==> config.mk <==
export PLATFORM = sky130hd
export DESIGN_NAME = periph_bus_fabric
export DESIGN_NICKNAME = d
export VERILOG_FILES = /design/src/rtl/periph_bus_pkg.sv /design/src/rtl/periph_bus_fabric_addr_decode.sv /design/src/rtl/periph_bus_fabric.sv
export SDC_FILE = /design/constraint.sdc
export NUM_CORES = 1
export LEC_CHECK = 0
export ABC_AREA = 0
export CAP_MARGIN = 15
export CORE_ASPECT_RATIO = 1.4
export CORE_MARGIN = 5
export CORE_UTILIZATION = 34
export DETAILED_ROUTE_END_ITERATION = 8
export HOLD_SLACK_MARGIN = 0.15
export PLACE_DENSITY = 0.87
export RECOVER_POWER = 100
export SYNTH_ARGS = -nofsm -noshare
export SYNTH_HDL_FRONTEND = slang
export SYNTH_SLANG_ARGS = --single-unit
==> constraint.sdc <==
create_clock -name clk -period 1.8 [get_ports clk]
set_input_delay 0.36 -clock clk [delete_from_list [all_inputs] [get_ports clk]]
set_output_delay 0.36 -clock clk [all_outputs]
set_load 0.005 [all_outputs]
==> src/rtl/periph_bus_pkg.sv <==
// Shared types and default address map for the CPU-to-peripheral bus fabric.
// Latency: none (types and constants only).
// Backpressure: none (types and constants only).
package periph_bus_pkg;

  // Fabric transaction states
  typedef enum logic [1:0] {
    IDLE   = 2'd0,
    ACCESS = 2'd1,
    RESP   = 2'd2
  } state_t;

  // Slot index width; one extra code so DEFAULT_SLV == NUM_SLV (decode error) is representable
  function automatic int slot_w(input int num_slv);
    return $clog2(num_slv + 1);
  endfunction

  // Default RV32I system map: 4 KiB windows for MEM/TIMER/UART/GPIO
  localparam logic [31:0] MEM_BASE   = 32'h0000_0000;
  localparam logic [31:0] MEM_MASK   = 32'hFFFF_F000;
  localparam logic [31:0] TIMER_BASE = 32'h0000_1000;
  localparam logic [31:0] TIMER_MASK = 32'hFFFF_F000;
  localparam logic [31:0] UART_BASE  = 32'h0000_2000;
  localparam logic [31:0] UART_MASK  = 32'hFFFF_F000;
  localparam logic [31:0] GPIO_BASE  = 32'h0000_3000;
  localparam logic [31:0] GPIO_MASK  = 32'hFFFF_F000;

  // Packed default tables, slot 0 in the low bits
  localparam logic [127:0] DEF_SLV_BASE = {GPIO_BASE, UART_BASE, TIMER_BASE, MEM_BASE};
  localparam logic [127:0] DEF_SLV_MASK = {GPIO_MASK, UART_MASK, TIMER_MASK, MEM_MASK};

endpackage

==> src/rtl/periph_bus_fabric_addr_decode.sv <==
// Priority base/mask address decoder: lowest-index matching window wins.
// Latency: purely combinational, zero cycles.
// Backpressure: none; evaluates every cycle regardless of request state.
module periph_addr_decode #(
  parameter int                   NUM_SLV  = 4,
  parameter int                   AW       = 32,
  parameter int                   SLOT_W   = 3,
  parameter logic [NUM_SLV*AW-1:0] SLV_BASE = '0,
  parameter logic [NUM_SLV*AW-1:0] SLV_MASK = '0
) (
  input  logic [AW-1:0]     addr,
  output logic [SLOT_W-1:0] slot,
  output logic              hit
);

  // Scan from the top slot down so the lowest matching index is the last write
  always_comb begin
    slot = '0;
    hit  = 1'b0;
    for (int i = NUM_SLV - 1; i >= 0; i--) begin
      if ((addr & SLV_MASK[i*AW +: AW]) == SLV_BASE[i*AW +: AW]) begin
        slot = SLOT_W'(i);
        hit  = 1'b1;
      end
    end
  end

endmodule

==> src/rtl/periph_bus_fabric.sv <==
// CPU data-bus fabric: decodes an access, strobes one peripheral slot, returns data/done/error.
// Latency: strobes 1 cycle after request, done 1 cycle after slot ready; decode error done in 1 cycle.
// Backpressure: waits in ACCESS on the selected slot's s_ready; with BUS_TIMEOUT_EN, gives up after TO_CYCLES.
module periph_bus_fabric
  import periph_bus_pkg::*;
#(
  parameter int                    NUM_SLV     = 4,
  parameter int                    AW          = 32,
  parameter int                    DW          = 32,
  parameter logic [NUM_SLV*AW-1:0] SLV_BASE    = DEF_SLV_BASE,
  parameter logic [NUM_SLV*AW-1:0] SLV_MASK    = DEF_SLV_MASK,
  parameter int                    DEFAULT_SLV = 0,
  parameter int                    TO_CYCLES   = 255
) (
  input  logic                  clk,
  input  logic                  reset_n,
  input  logic [AW-1:0]         m_addr,
  input  logic                  m_re,
  input  logic                  m_we,
  input  logic [DW/8-1:0]       m_be,
  input  logic [DW-1:0]         m_wdata,
  output logic [DW-1:0]         m_rdata,
  output logic                  m_ready,
  output logic                  m_err,
  output logic [NUM_SLV-1:0]    s_cs_n,
  output logic                  s_rd_n,
  output logic                  s_wr_n,
  output logic [AW-1:0]         s_addr,
  output logic [DW-1:0]         s_wdata,
  output logic [DW/8-1:0]       s_be,
  input  logic [NUM_SLV*DW-1:0] s_rdata,
  input  logic [NUM_SLV-1:0]    s_ready
);

  localparam int SLOT_W      = slot_w(NUM_SLV);
  localparam int BW          = DW / 8;
  localparam bit MISS_IS_ERR = (DEFAULT_SLV >= NUM_SLV);

`ifdef BUS_TIMEOUT_EN
  localparam int TO_W_RAW = $clog2(TO_CYCLES + 1);
  localparam int TO_W     = (TO_W_RAW < 8) ? 8 : ((TO_W_RAW > 16) ? 16 : TO_W_RAW);
  logic [TO_W-1:0] cnt_q, cnt_d;
`else
  // TO_CYCLES has no meaning when ACCESS waits indefinitely
  logic unused_to_cycles;
  assign unused_to_cycles = (TO_CYCLES == 0);
`endif

  state_t              state_q, state_d;
  logic [SLOT_W-1:0]   slot_q, slot_d;
  logic                op_wr_q, op_wr_d;
  logic [AW-1:0]       s_addr_q, s_addr_d;
  logic [DW-1:0]       s_wdata_q, s_wdata_d;
  logic [BW-1:0]       s_be_q, s_be_d;
  logic [NUM_SLV-1:0]  cs_n_q, cs_n_d;
  logic                rd_n_q, rd_n_d;
  logic                wr_n_q, wr_n_d;
  logic [DW-1:0]       m_rdata_q, m_rdata_d;
  logic                m_ready_q, m_ready_d;
  logic                m_err_q, m_err_d;

  logic [SLOT_W-1:0]   dec_slot;
  logic                dec_hit;
  logic [SLOT_W-1:0]   sel_slot;
  logic                miss_err;
  logic [NUM_SLV-1:0]  sel_cs_n;
  logic                rdy_sel;
  logic [DW-1:0]       rdata_sel;

  periph_addr_decode #(
    .NUM_SLV  (NUM_SLV),
    .AW       (AW),
    .SLOT_W   (SLOT_W),
    .SLV_BASE (SLV_BASE),
    .SLV_MASK (SLV_MASK)
  ) u_decode (
    .addr (m_addr),
    .slot (dec_slot),
    .hit  (dec_hit)
  );

  // Resolve the target slot for a new request and its active-low chip-select pattern
  always_comb begin
    sel_slot = dec_hit ? dec_slot : SLOT_W'(DEFAULT_SLV);
    miss_err = !dec_hit && MISS_IS_ERR;
    sel_cs_n = '1;
    for (int i = 0; i < NUM_SLV; i++) begin
      if (sel_slot == SLOT_W'(i)) begin
        sel_cs_n[i] = 1'b0;
      end
    end
  end

  // Pick ready and read data of the latched slot only; other slots are ignored
  always_comb begin
    rdy_sel   = 1'b0;
    rdata_sel = '0;
    for (int i = 0; i < NUM_SLV; i++) begin
      if (slot_q == SLOT_W'(i)) begin
        rdy_sel   = s_ready[i];
        rdata_sel = s_rdata[i*DW +: DW];
      end
    end
  end

  // Next-state and next-output logic for IDLE -> ACCESS -> RESP
  always_comb begin
    state_d   = state_q;
    slot_d    = slot_q;
    op_wr_d   = op_wr_q;
    s_addr_d  = s_addr_q;
    s_wdata_d = s_wdata_q;
    s_be_d    = s_be_q;
    cs_n_d    = cs_n_q;
    rd_n_d    = rd_n_q;
    wr_n_d    = wr_n_q;
    m_rdata_d = m_rdata_q;
    m_ready_d = 1'b0;
    m_err_d   = 1'b0;
`ifdef BUS_TIMEOUT_EN
    cnt_d     = cnt_q;
`endif
    unique case (state_q)
      IDLE: begin
        if (m_re || m_we) begin
          s_addr_d  = m_addr;
          s_wdata_d = m_wdata;
          s_be_d    = m_be;
          op_wr_d   = m_we;
          slot_d    = sel_slot;
          if (miss_err) begin
            // Unmapped address: answer immediately, never touch a peripheral
            state_d   = RESP;
            m_ready_d = 1'b1;
            m_err_d   = 1'b1;
          end else begin
            state_d = ACCESS;
            cs_n_d  = sel_cs_n;
            rd_n_d  = m_we;
            wr_n_d  = !m_we;
`ifdef BUS_TIMEOUT_EN
            cnt_d   = '0;
`endif
          end
        end
      end
      ACCESS: begin
        if (rdy_sel) begin
          cs_n_d    = '1;
          rd_n_d    = 1'b1;
          wr_n_d    = 1'b1;
          state_d   = RESP;
          m_ready_d = 1'b1;
          if (!op_wr_q) begin
            m_rdata_d = rdata_sel;
          end
`ifdef BUS_TIMEOUT_EN
        end else if (cnt_q == TO_W'(TO_CYCLES - 1)) begin
          // Slot never answered: abort with an error and clear read data
          cs_n_d    = '1;
          rd_n_d    = 1'b1;
          wr_n_d    = 1'b1;
          state_d   = RESP;
          m_ready_d = 1'b1;
          m_err_d   = 1'b1;
          m_rdata_d = '0;
        end else begin
          cnt_d = cnt_q + 1'b1;
`endif
        end
      end
      RESP: begin
        state_d = IDLE;
      end
      default: begin
        state_d = IDLE;
        cs_n_d  = '1;
        rd_n_d  = 1'b1;
        wr_n_d  = 1'b1;
      end
    endcase
  end

  // State and registered outputs; reset drops every strobe asynchronously
  always_ff @(posedge clk or negedge reset_n) begin
    if (!reset_n) begin
      state_q   <= IDLE;
      slot_q    <= '0;
      op_wr_q   <= 1'b0;
      s_addr_q  <= '0;
      s_wdata_q <= '0;
      s_be_q    <= '0;
      cs_n_q    <= '1;
      rd_n_q    <= 1'b1;
      wr_n_q    <= 1'b1;
      m_rdata_q <= '0;
      m_ready_q <= 1'b0;
      m_err_q   <= 1'b0;
`ifdef BUS_TIMEOUT_EN
      cnt_q     <= '0;
`endif
    end else begin
      state_q   <= state_d;
      slot_q    <= slot_d;
      op_wr_q   <= op_wr_d;
      s_addr_q  <= s_addr_d;
      s_wdata_q <= s_wdata_d;
      s_be_q    <= s_be_d;
      cs_n_q    <= cs_n_d;
      rd_n_q    <= rd_n_d;
      wr_n_q    <= wr_n_d;
      m_rdata_q <= m_rdata_d;
      m_ready_q <= m_ready_d;
      m_err_q   <= m_err_d;
`ifdef BUS_TIMEOUT_EN
      cnt_q     <= cnt_d;
`endif
    end
  end

  assign m_rdata = m_rdata_q;
  assign m_ready = m_ready_q;
  assign m_err   = m_err_q;
  assign s_cs_n  = cs_n_q;
  assign s_rd_n  = rd_n_q;
  assign s_wr_n  = wr_n_q;
  assign s_addr  = s_addr_q;
  assign s_wdata = s_wdata_q;
  assign s_be    = s_be_q;

endmodule

After elaboration in Yosys (flattened, before gate mapping). Index checks and enable logic that the tools add are counted.

Input bits: 204. Word-level logic and storage cells: 70. Output and inout port bits: 108. Flip-flop bits (word level): 113.

Equal/unequal tests: 13. Muxes and demuxes: 34. Reductions and logical operators: 10. Bitwise logic cells: 2.

Operators by type and width (count): $mux W32 (4); $eq A20 B2 Y1 const B (2); $logic_not A32 Y1 (1); $eq A20 B1 Y1 const B (1); $mux W1 (17); $eq A3 B2 Y1 const B (4); $mux W3 (4); $pmux W4 S3 (1); $mux W4 (2); $eq A3 B1 Y1 const B (2); $logic_not A3 Y1 (2); $mux W2 (3); $pmux W1 S3 (2); $reduce_and A3 Y1 (2); $ne A2 B2 Y1 const B (2); $pmux W2 S2 (1); $reduce_and A2 Y1 (2); $eq A2 B1 Y1 const B (1); $eq A2 B2 Y1 const B (1); $logic_not A2 Y1 (1); $not A1 Y1 (2); $logic_not A1 Y1 (1); $logic_or A1 B1 Y1 (1).

Longest topological paths before layout. Gate-level depths: netlist of run 1.

Depth after elaboration: 10. Gate-level depth with buffers: 7. Mapped depth without buffers: 4.

Cells and area by module. Synthesis of run 1 repeated with hierarchy kept, for this count alone.

Cells, all modules: 499. Area, all modules: 5497.8 um2.

Modules (own cells, without submodules): periph_bus_fabric (sequential area each 2835.2 um2, times used 1, cells an instance 488, area each 5416.4 um2); periph_addr_decode (sequential area each 0.0 um2, times used 1, cells an instance 11, area each 81.3 um2).

Least setup slack after synthesis of run 1. No wires, ideal clock.

Path type: register to register. Start point: register slot_q[0]. End point: register m_rdata_q[10], in the netlist m_rdata[10]. Data required time: 1.675 ns. Path buffers: 2. Clock period less this slack: 1.928 ns. Cell stages (with the launch flop): 5. Data arrival time: 1.803 ns. Library setup time: 0.125 ns. Setup slack: -0.128 ns. Path through: dfrtp_1 > buf_6 > clkbuf_1 > mux4_2 > mux2_4.

Longest elaborated chain between the ends: 6. Elaborated cells between the ends (all ways): 13. Those cells by class: eq/ne (3); mux (8); reduce/logical (2).

RTL lines: from (decl) (RTL line periph_bus_fabric.sv:50) `logic [SLOT_W-1:0] slot_q, slot_d;`; from (signal assigned) (RTL line periph_bus_fabric.sv:204) `slot_q <= slot_d;`; $logic_not A3 Y1 (RTL line periph_bus_fabric.sv:99) `if (slot_q == SLOT_W'(i)) begin`; $mux W1 (4 in a row) (RTL line periph_bus_fabric.sv:99); $reduce_and A3 Y1 (no line); to (signal assigned) (RTL line periph_bus_fabric.sv:212) `m_rdata_q <= m_rdata_d;`; to (decl) (RTL line periph_bus_fabric.sv:58) `logic [DW-1:0] m_rdata_q, m_rdata_d;`.

Parallel ways exist; a longest one is shown, timed or not. A chain may end at the register's enable or synchronous reset.

Worst setup path after layout of run 1.
Start point: input port s_ready[2]. End point: register m_rdata_q[9], in the netlist m_rdata[9].

Longest elaborated chain between the ends: 3.

RTL lines: from (decl) (RTL line periph_bus_fabric.sv:32) `input logic [NUM_SLV-1:0] s_ready`; $mux W1 (2 in a row) (RTL line periph_bus_fabric.sv:99); $reduce_and A3 Y1 (no line).

No other way between the ends.

==> impl_metrics.ini, run 1 <==
[timing]
slew-limit-headroom_pct = 43.1
setup_ws_ns = -0.102
post-route-min-period_ns = 1.90
fin_crit_sh_pct = 106
timing.fmax_mhz = 526
rsz0062_at_grt = true
finalHoldViolCount = 0
max_slew.worst_pin.slew_ns = 0.854
finalMaxSlewViolations = 0
skew_ns = 0.0137
holdWs_ns = 0.381
setup_violations = 32

[final_layout]
fin_area_mm2 = 0.00890
final_nets = 973
n_antenna_cell = 0
fin_cells = 966
layout_common_cells = 211 x nand2_1, 203 x clkdlybuf4s50_1, 105 x dfrtp_1
drive_above_1_share_pct = 14.2
areaGrowthSynthToFinish_pct = 70.8
finish.utilization_pct = 59.1
layout_commonest_cell = nand2_1

[clock_network]
max-clock-path-buffers = 2
cts.htree.levels = 3
cts_root_buf = clkbuf_16
clk_pin_slew_ns = 0.08
numCtsBuffers = 9
clkLatencyLatePin_ns = 0.35
clock-sinks = 112
cts_tree = built
post_cts_buffers = 0

[critical_path]
path_buf_inv = 2
worstPathArrival_ns = 2.12
path_cells = clkdlybuf4s50_1 > mux4_2 > and3b_4 > nand2b_4 > buf_12 > mux2_4
path_class = in2reg
critPathCaptureType = flip-flop
crit_fanout = 14
max_stage_delay_ns = 0.51
reg2reg_from = slot_q[0]
required_ns = 2.01
path_delay_family = multiplexers
start_kind = input port
startpoint = s_ready[2]
critPathSlowestCell = mux4_2
regToRegSetupSlack_ns = -0.10

[synth]
synth_warnings = 0
synth-seq-area-share_pct = 53.9
syn_nets = 658
netlist_area_mm2 = 0.00521
ys_top_cells_by_area = dfrtp_1 51%, nand2_1 15%, mux4_2 14%
synth_top_area_share_pct = 50.9
ys_seq_elements = 112
yosysTopAreaCell = dfrtp_1
netlist_instances = 454
synth_cell_types = 35
syn_avg_cell_area_um2 = 11.5

[pwr]
p_leak_nw = 4.06
p_clk_share_pct = 16.8
power.share.combinational_pct = 45.2
power_density_mw_per_mm2 = 1290
switchingPower_w = 0.00373
max-vdd-ir-drop_v = 0.000603
p_seq_share_pct = 38.0
swShare_pct = 32.5
intPower_w = 0.00775

[global_routing]
grt_pass1_wl_mm = 27.3
grt_use_total_pct = 19.9
grt_pass1_vias = 4937
grt_max_degree = 60
antenna_found_initial = 0
grt_remaining_overflow = 0

[die]
die_w_um = 115
initial_core_util_pct = 34.6
core-area_mm2 = 0.0151
top_level_ports = 312
rows = 53
dieHeight_um = 157
dieArea_mm2 = 0.0179

[status]
status = complete, but fails checks
violations = setup timing

[detailed_routing]
num_vias = 4627
avgViaCountPerCell = 4.79
drt_iter0_drc = 259
drtAntennaViolNets = 0
first_pass_iters = 4
drc_errors = 0
wl_per_cell_um = 18.8
drt-total-wl_mm = 18.1

[run]
drv_cap = 0

[placed_design]
port_buffers = 310
routabilityCongestion = 0.830
dp.cells = 948
dp_hpwl_mm = 14.5
dpl_worst_slack_ns = -0.480
place_area_mm2 = 0.00861

[hold_path]
hold_class = in2async
cells in the mapped netlist:
master and n:
mux2_4 30, or2_2 1, inv_1 1, mux2_1 2, nand2b_2 1, o22ai_1 1
nor2_1 8, o21ai_0 1, buf_1 3, a31oi_1 2, nor4_1 4, a22o_1 1
o22a_1 1, a221o_1 1, and3b_1 1, nor2b_1 1, clkbuf_1 18, a21oi_1 2
nor3_1 2, buf_4 1, o21ai_1 2, buf_6 2, dfstp_2 6, and2_1 2
and3b_4 1, nand3_1 1, nand2b_1 1, dfrtp_1 106, buf_2 1, mux4_2 33
conb_1 1, or2_1 1, clkbuf_2 1, buf_12 3, nand2_1 211
final timing paths:
path / endpoint / cells past startpoint
max: m_rdata[9] / 6
min: m_rdata[18] / 2
max reg2reg: m_rdata[9] / 5
min reg2reg: s_rd_n / 2
max in group asynchronous: m_rdata[26] / 3
min in group clk: s_rd_n / 2
kinds of logic after synthesis:
family	after synthesis	share of synthesized area (%)
AOI/OAI and AO/OA	11	1.37
other	1	0.0719
DFF	112	53.9
and+or+nand+nor	235	17.8
muxes	65	23.3
buffers and inverters	30	3.50
worst register-to-register path, stage by stage, from the launching register on:
cell      delay [ns]
dfrtp_2         0.40
mux4_2          0.55
and3b_4         0.21
nand2b_4        0.11
buf_12          0.18
mux2_4          0.33
layer usage:
layer,up-vias,wire [um],global-route usage (%)
met3,36,1590,6.11
met1,2243,6520,21.8
met2,201,9410,35.7
li1,2147,-,-
met5,-,0,0
met4,0,619,7.36
what timing repair did:
| item | CTS | global route |
|---|---|---|
| gates cloned | 1 | 0 |
| endpoints found under the setup margin | 35 | 40 |
| pin swaps | 1 | 0 |
| resized for setup | 6 | 3 |
| hold endpoints to repair | 106 | 0 |
| hold buffers | 1 | 0 |
power groups by stage:
stage          registers [W]  logic (W)  clock network (W)
4_1_cts              0.00442    0.00574            0.00199
5_1_grt              0.00451    0.00565            0.00207
3_3_place_gp         0.00440    0.00550                  0
6_report             0.00436    0.00519            0.00193
2_1_floorplan        0.00446    0.00207                  0
3_5_place_dp         0.00445    0.00564                  0
sequential cells by signal (all words and copies together), names as in the netlist:
| register | cells |
|---|---|
| state_q | 2 |
| s_rd_n | 1 |
| s_be | 4 |
| m_rdata | 32 |
| s_addr | 32 |
| m_ready | 1 |
| op_wr_q | 1 |
| s_wdata | 32 |
| s_cs_n | 4 |
| slot_q | 2 |
| s_wr_n | 1 |
metrics by stage:
| stage | setup TNS, ns | total power, W |
|---|---|---|
| after global placement | -15.21 | 0.00990 |
| after global routing | -5.14 | 0.0122 |
| after floorplan | -3.46 | 0.00653 |
| after CTS | -2.92 | 0.0122 |
| after detailed placement | -15.85 | 0.0101 |
| final | -2.48 | 0.0115 |
final cells by class:
cell class | instances | area (um2)
timing repair buffer | 333 | 3330
multi-input combinational | 312 | 2230
tap | 192 | 240
sequential | 112 | 2810
inverter | 1 | 3.75
clock inverter | 6 | 56.3
fill | 1206 | 6150
clock buffer | 10 | 229
No activity file was read; power rests on OpenSTA's default activity.
==> run 2, diff against run 1 <==
- CORE_UTILIZATION: 34 -> 35
- CTS_BUF_LIST: unset -> sky130_fd_sc_hd__clkbuf_8
- PLACE_DENSITY: 0.87 -> 0.89
==> impl_metrics.ini, run 2 (synthesis gave the netlist of run 1 again) <==
[pwr]
switchingPower_w = 0.00370
swShare_pct = 32.5
p_leak_nw = 4.02
p_total_w = 0.0114
intPower_w = 0.00768
p_clk_share_pct = 15.1
power.share.combinational_pct = 46.7
p_seq_share_pct = 38.3
max-vdd-ir-drop_v = 0.000739
power_density_mw_per_mm2 = 1290

[critical_path]
r2r-end = m_rdata[10]
worstPathArrival_ns = 2.14
required_ns = 2.06
critPathSlowestCell = mux4_2
critPathCaptureType = flip-flop
r2r_cells = 5
max_stage_delay_ns = 0.53
path_delay_family = multiplexers
reg2reg_from = slot_q[0]
regToRegSetupSlack_ns = -0.09
path_buf_inv = 1
path_class = reg2reg
start_kind = flip-flop
path_cells = mux4_2 > and3b_4 > nand2b_4 > clkbuf_16 > mux2_4
crit_fanout = 6

[placed_design]
dp_hpwl_mm = 14.5
dpl_worst_slack_ns = -0.477
routabilityCongestion = 0.827
place_area_mm2 = 0.00857
port_buffers = 310

[run]
drv_cap = 0

[detailed_routing]
num_vias = 4602
wl_per_cell_um = 19.1
first_pass_iters = 4
drtAntennaViolNets = 0
drc_errors = 0
avgViaCountPerCell = 4.80
drt_iter0_drc = 145
drt-total-wl_mm = 18.3

[clock_network]
cts.htree.levels = 3
clk_pin_slew_ns = 0.11
numCtsBuffers = 9
clkLatencyLatePin_ns = 0.38
clock-sinks = 112
cts_root_buf = clkbuf_8
cts_tree = built
post_cts_buffers = 0
max-clock-path-buffers = 2

[global_routing]
grt_max_degree = 52
use_met1_pct = 22.0
grt_pass1_wl_mm = 27.4
antenna_found_initial = 0
busiest_layer = met2
grt_use_total_pct = 20.3
met2_usage_pct = 36.7
grtUsageMet3_pct = 7.43
grt_pass1_vias = 4891
grt_remaining_overflow = 0

[hold_path]
hold_class = reg2reg
worstHoldStart = s_rd_n
holdPathStages = 2
whs_endpoint = s_rd_n

[status]
violations = setup timing
status = complete, but fails checks

[timing]
fin_crit_sh_pct = 105
post-route-min-period_ns = 1.89
slew-limit-headroom_pct = 28.9
finalHoldViolCount = 0
tns_ns = -2.15
setup_ws_ns = -0.0851
max_slew.worst_pin.slew_ns = 1.07
timing.fmax_mhz = 530
finalMaxSlewViolations = 0
skew_ns = 0.0130
setup_violations = 32
rsz0062_at_grt = true

[die]
dieArea_mm2 = 0.0175
core-area_mm2 = 0.0146
rows = 52
top_level_ports = 312
initial_core_util_pct = 35.8
dieHeight_um = 154
die_w_um = 113

[final_layout]
final_nets = 969
layout_commonest_cell = clkdlybuf4s50_1
drive_above_1_share_pct = 14.3
areaGrowthSynthToFinish_pct = 69.7
multi_input_area_mm2 = 0.00224
fillers = 1173
fin_area_mm2 = 0.00885
layout_common_cells = 219 x clkdlybuf4s50_1, 210 x nand2_1, 105 x dfrtp_1
seq_area_mm2 = 0.00281
n_antenna_cell = 0
-- run 2: changes by cell type in the layout (fill, tap and decap cells not counted), moves of 2 or more --
cell,previous run,this run
dlygate4sd3_1,102,85
clkdlybuf4s50_1,203,219
clkbuf_16,9,1
clkbuf_8,1,9
buf_4,13,8
dlygate4sd2_1,2,6
clkbuf_4,3,0
clkdlybuf4s25_1,3,0
buf_6,0,2
bufinv_16,0,2
clkbuf_1,3,1
clkinv_4,2,0
-- run 2: layout make-up --
type,instances,share of cell area [%]
repair buffers,329,37.7
flip-flops and latches,112,31.8
multi-input cells,312,25.3
well taps,189,2.67
clock buffers,9,1.40
clock inverters,7,1.15
inverters,1,0.0424
-- run 2: worst max path at each step --
| stage | startpoint | end | slack, ns | cells past startpoint |
|---|---|---|---|---|
| floorplan | slot_q[0] | m_rdata[10] | -0.12 | 7 |
| global placement | s_ready[2] | m_rdata[0] | -0.46 | 6 |
| detailed placement | s_ready[2] | m_rdata[0] | -0.48 | 6 |
| CTS | slot_q[0] | m_rdata[8] | -0.08 | 5 |
| global route | slot_q[0] | m_rdata[19] | -0.11 | 5 |
| finish | slot_q[0] | m_rdata[10] | -0.09 | 5 |
-- run 2: power groups by stage --
stage               clock network, W  logic [W]  registers (W)
floorplan                          0    0.00207        0.00446
global placement                   0    0.00550        0.00439
detailed placement                 0    0.00566        0.00443
CTS                          0.00177    0.00573        0.00440
global route                 0.00188    0.00575        0.00451
finish                       0.00172    0.00531        0.00435
-- run 2: metrics by stage --
stage	cells	util [%]	hold slack, ns
CTS	958	60.7	0.378
detailed placement	940	58.8	0.254
floorplan	454	-	0.0644
global route	959	60.7	0.455
global placement	940	58.8	0.249
finish	959	60.7	0.477
-- run 2: worst reg2reg max path: cells and delay by family (launching register included) --
family        cells  cell delay [ns]
buf+inv           1             0.19
simple gates      2             0.35
mux               2             0.83
flops             1             0.40
-- run 2: per-layer routing --
layer	vias up	share of wire (%)	routed length (um)
met3	33	8.6	1570
met4	0	2.5	463
met2	192	53	9710
met1	2237	36	6550
met5	-	0	0
li1	2140	-	-
-- run 2: timing repair --
action                                  4_1_cts  5_1_grt
endpoints found under the hold margin        50        0
resized for setup                            10        1
hold buffers                                  1        0
endpoints found under the setup margin       39       35
cloned                                        1        1
pin swaps                                     1        0
